## src/rtl/zeroheti_obi_arb.sv

```systemverilog
// zeroheti_obi_arb: two-manager to one-subordinate OBI arbiter with in-order response routing.
// Define ZEROHETI_ARB_DBG_PRIO_EN to give the SBA manager fixed priority over the core.
module zeroheti_obi_arb #(
   parameter int unsigned AddrWidth = 32,
   parameter int unsigned DataWidth = 32,
   parameter int unsigned MaxTrans  = 2
) (
   input  logic                   clk_i,
   input  logic                   rst_i,
   input  logic                   m0_req_i,
   output logic                   m0_gnt_o,
   input  logic [AddrWidth-1:0]   m0_addr_i,
   input  logic                   m0_we_i,
   input  logic [DataWidth/8-1:0] m0_be_i,
   input  logic [DataWidth-1:0]   m0_wdata_i,
   output logic                   m0_rvalid_o,
   output logic [DataWidth-1:0]   m0_rdata_o,
   output logic                   m0_err_o,
   input  logic                   m1_req_i,
   output logic                   m1_gnt_o,
   input  logic [AddrWidth-1:0]   m1_addr_i,
   input  logic                   m1_we_i,
   input  logic [DataWidth/8-1:0] m1_be_i,
   input  logic [DataWidth-1:0]   m1_wdata_i,
   output logic                   m1_rvalid_o,
   output logic [DataWidth-1:0]   m1_rdata_o,
   output logic                   m1_err_o,
   output logic                   s_req_o,
   input  logic                   s_gnt_i,
   output logic [AddrWidth-1:0]   s_addr_o,
   output logic                   s_we_o,
   output logic [DataWidth/8-1:0] s_be_o,
   output logic [DataWidth-1:0]   s_wdata_o,
   input  logic                   s_rvalid_i,
   input  logic [DataWidth-1:0]   s_rdata_i,
   input  logic                   s_err_i,
   output logic                   spurious_o
);
   localparam int unsigned CW = $clog2(MaxTrans + 1);
   localparam int unsigned PW = (MaxTrans > 1) ? $clog2(MaxTrans) : 1;

   logic                rr_ptr, lock, lock_idx, sel, full, push, pop, head;
   logic [CW-1:0]       cnt;
   logic [PW-1:0]       wptr, rptr;
   logic [MaxTrans-1:0] fifo;

   function automatic logic [PW-1:0] inc(input logic [PW-1:0] p);
      return (p == PW'(MaxTrans - 1)) ? '0 : p + 1'b1;
   endfunction

   // A stalled request stays locked to its manager until it is granted.
   always_comb begin
      sel = m1_req_i;
      if (lock)
         sel = lock_idx;
      else if (m0_req_i & m1_req_i)
`ifdef ZEROHETI_ARB_DBG_PRIO_EN
         sel = 1'b1;
`else
         sel = rr_ptr;
`endif
   end

   assign full      = (cnt == CW'(MaxTrans));
   assign s_req_o   = (sel ? m1_req_i : m0_req_i) & ~full;
   assign s_addr_o  = sel ? m1_addr_i  : m0_addr_i;
   assign s_we_o    = sel ? m1_we_i    : m0_we_i;
   assign s_be_o    = sel ? m1_be_i    : m0_be_i;
   assign s_wdata_o = sel ? m1_wdata_i : m0_wdata_i;

   assign push     = s_req_o & s_gnt_i;
   assign m0_gnt_o = push & ~sel & ~rst_i;
   assign m1_gnt_o = push & sel & ~rst_i;

   // Responses follow issue order, so the FIFO head names the owner.
   assign pop         = s_rvalid_i & (cnt != '0);
   assign head        = fifo[rptr];
   assign m0_rvalid_o = pop & ~head;
   assign m1_rvalid_o = pop & head;
   assign m0_rdata_o  = m0_rvalid_o ? s_rdata_i : '0;
   assign m1_rdata_o  = m1_rvalid_o ? s_rdata_i : '0;
   assign m0_err_o    = m0_rvalid_o & s_err_i;
   assign m1_err_o    = m1_rvalid_o & s_err_i;

   always_ff @(posedge clk_i or posedge rst_i) begin
      if (rst_i) begin
         rr_ptr     <= 1'b0;
         lock       <= 1'b0;
         lock_idx   <= 1'b0;
         cnt        <= '0;
         wptr       <= '0;
         rptr       <= '0;
         fifo       <= '0;
         spurious_o <= 1'b0;
      end else begin
         if (push) begin
            fifo[wptr] <= sel;
            wptr       <= inc(wptr);
`ifdef ZEROHETI_ARB_DBG_PRIO_EN
            rr_ptr     <= 1'b0;
`else
            rr_ptr     <= ~sel;
`endif
            lock       <= 1'b0;
         end else if (s_req_o) begin
            lock     <= 1'b1;
            lock_idx <= sel;
         end
         if (pop)
            rptr <= inc(rptr);
         cnt <= cnt + CW'(push) - CW'(pop);
         if (s_rvalid_i && cnt == '0)
            spurious_o <= 1'b1;
      end
   end
endmodule

```

## config.mk

```make
export PLATFORM = sky130hd
export DESIGN_NAME = zeroheti_obi_arb
export DESIGN_NICKNAME = d
export VERILOG_FILES = /design/src/rtl/zeroheti_obi_arb.sv
export SDC_FILE = /design/constraint.sdc
export NUM_CORES = 1
export LEC_CHECK = 0
export CAP_MARGIN = 20
export CORE_AREA = 2 2 124 126
export CTS_CLUSTER_DIAMETER = 100
export DETAILED_ROUTE_END_ITERATION = 10
export DIE_AREA = 0 0 126 128
export MAX_ROUTING_LAYER = met4
export SLEW_MARGIN = 20
export SYNTH_ARGS = -nofsm -noshare
export SYNTH_HDL_FRONTEND = slang
export SYNTH_SLANG_ARGS = --single-unit
```

## constraint.sdc

```tcl
create_clock -name clk_i -period 2.1 [get_ports clk_i]
set_clock_uncertainty 0.05 [all_clocks]
set_input_delay 0.42 -clock clk_i [delete_from_list [all_inputs] [get_ports clk_i]]
set_output_delay 0.42 -clock clk_i [all_outputs]
set_load 0.005 [all_outputs]
```

==> summary.txt <==
Status - finished, violations left
Failing checks - setup timing
Register area share after synthesis - 13.9%
Library cells used by synthesis - 29
Fin worst setup slack - -0.221 ns
TritonCTS clock tree - done
Synth Instances - 200
Tcrit/Tclk final - 111%
GRT Total Usage - 14.8%
Final Hold Viols - 0
I/O pins - 318
WHS - 0.404 ns
Clk root buf - clkbuf_16
Setup CP Type - reg -> out
Required @ worst endpoint - 1.63 ns
Antenna violations before repair - 0
Sink Count - 10
Area Overhead vs Synth - 257%
F_max - 431 MHz
RSZ-0062 raised after global routing - true
Worst Path Arrival - 1.85 ns
First-pass GRT wire length - 17.8 mm
DR DRC count - 0
Die width - 126 µm
Grt total ovfl - 0
Layout cells sized above 1 - 55.7%
Slew Viols, Final - 0
Nets - 746
Clock slew at reported path FFs - 0.04 ns
Design area - 6430 µm²
Post-DP Area - 5300 µm²
Slowest CP cell - dfrtp_1
Sum of negative setup slack - -12.68 ns
Antenna cells - 0
Core Area - 14,900 µm²
Cell area after synthesis - 1800 µm²
Syn_nets - 378
Gp weighted congestion - 0.912
DR iter-0 viols - 30
Antenna viol nets, final - 0
Yosys warns - 0
Post-Route WL - 13.1 mm
Fill cells - 1,453
FP Rows - 45
Pwr per Cell Area - 1010 nW/µm²
Startpoint types - register
Leak Pwr - 3.00 nW
Clk_lat worst skew - 0.24 ns
DR WL/cell - 17.4 µm
Via/cell ratio - 3.99
Die ar. - 16,100 µm²
Initial Util - 12.1%
Hold WC Path Type - reg -> reg
Crit-path max FO - 7
Vias in the first global route - 3,098
Path depth of the worst reg2reg path - 6
Worst-Margin Slew - 0.376 ns
Max H-tree Level - 1
Maximum root-to-sink buffer count - 2
Largest net degree at the start of global routing - 18
First-pass iteration count of the detailed router - 2
Maxcap violations - 0
WHS Path Cells - 1
Max IR drop VDD - 0.000399 V
Via count - 3,012
Normalized max-slew margin - 74.9%
Flops & latches, synth - 10
Die Span Y - 128 µm
CTS Buf Count - 3
CP peak stage delay - 0.34 ns
Tmin final - 2.32 ns
Final Setup Violations - 96
Crit end category - output port
Mapped Avg Cell Area - 9.02 µm²
Pre-CTS setup slack - -0.946 ns
Crit path cell chain - inv_1, a211o_1, nand2_4, buf_12, buf_8, buf_16, mux2_4, buf_6
Post-detail-place hpwl - 10.1 mm
Port-buffer cells - 317
## critical path: cells and delay by family (launching register included)
| family | cells | cell delay, ns |
|---|---|---|
| buffers and inverters | 5 | 0.52 |
| flip-flops | 1 | 0.34 |
| multiplexers | 1 | 0.31 |
| AND/OR/NAND/NOR | 1 | 0.11 |
| AO/OA/AOI/OAI | 1 | 0.32 |
## metrics by stage
step	util, %	std cells	total power, mW
after floorplan	-	200	1.92
after global placement	35.7	707	4.16
after detailed placement	35.7	707	4.21
after CTS	41.6	746	6.14
after global routing	43.3	755	6.84
final	43.3	755	6.48
## layout make-up
class / count / area (µm²) / share of cell area (%)
Tap cell: 188 / 235 / 3.66
Inverter: 7 / 26.3 / 0.408
Clock buffer: 4 / 88.8 / 1.38
Timing Repair Buffer: 378 / 3990 / 62.0
Sequential cell: 10 / 250 / 3.89
Multi-Input combinational cell: 168 / 1850 / 28.7
## kinds of logic (layout without fill, tap and decap cells)
logic type,Yosys count,after routing,synth area share [%]
simple gates,80,80,27.4
flops,10,10,13.9
compound gates,9,9,3.74
mux,73,73,45.5
xor+xnor,5,5,2.43
fa+ha+maj,1,1,0.693
buf+inv,22,389,6.38
## per-layer routing
layer  track usage [%]  vias up  share of wire [%]
met4              3.17        0                2.5
li1                  -     1417                  -
met1              14.4     1371                 32
met3              4.88       21                9.2
met5                 -        -                  0
met2              28.5      203                 56
## report_power, final
group          switching, mW  internal [mW]
Clock                 0.0866          0.286
Sequential            0.0765          0.283
Combinational           1.92           3.82
## synthesized netlist by cell type
cell type,count,share of area (%)
a2111o_1,1,0.62
a211o_1,1,0.49
a211oi_1,1,0.42
a21bo_1,1,0.55
a21o_1,1,0.42
a21oi_1,1,0.28
and2_1,66,23
buf_2,2,0.55
buf_4,6,2.5
buf_6,1,0.62
clkbuf_1,6,1.2
dfrtp_1,10,14
ha_1,1,0.69
inv_1,7,1.5
mux2_1,2,1.2
mux2_2,70,44
mux2i_1,1,0.55
nand2_1,3,0.62
nor2_1,3,0.62
nor2_4,2,1.2
nor2b_1,2,0.69
nor3_1,2,0.55
nor3b_1,1,0.42
nor4_1,1,0.35
o21a_1,1,0.42
o21ai_0,1,0.28
o21ai_1,1,0.28
xnor2_1,4,1.9
xor2_1,1,0.49
## what timing repair did
action | in CTS | in global routing
setup buffers | 29 | 10
pin swaps | 6 | 23
hold buffers | 0 | 0
resized for setup | 622 | 172
endpoints found under the setup margin | 142 | 140
cloned | 7 | 6
## state kept, by name (all words and copies together), names as in the netlist
name / flops
cnt: 2
fifo: 2
lock: 1
lock_idx: 1
rptr: 1
rr_ptr: 1
spurious_o: 1
wptr: 1
## worst paths after layout
check                      slack, ns            to  startpoint
min in group asynchronous       0.52          lock       rst_i
hold / removal                  0.40    spurious_o  spurious_o
setup reg to reg                0.17       fifo[1]        lock
hold reg to reg                 0.40    spurious_o  spurious_o
max in group asynchronous       1.21        cnt[1]       rst_i
setup / recovery               -0.22  s_addr_o[30]      rr_ptr
## layout by cell type, fill, tap and decap left out, drive strengths merged, types with 5 or more instances in the layout
cell type	count
dfrtp	10
clkdlybuf4s15	7
mux2	72
and2	66
dlygate4sd2	5
clkbuf	24
nor2	5
clkdlybuf4s50	174
inv	7
buf	172
Note: power is estimated with default switching activity, not from simulation.
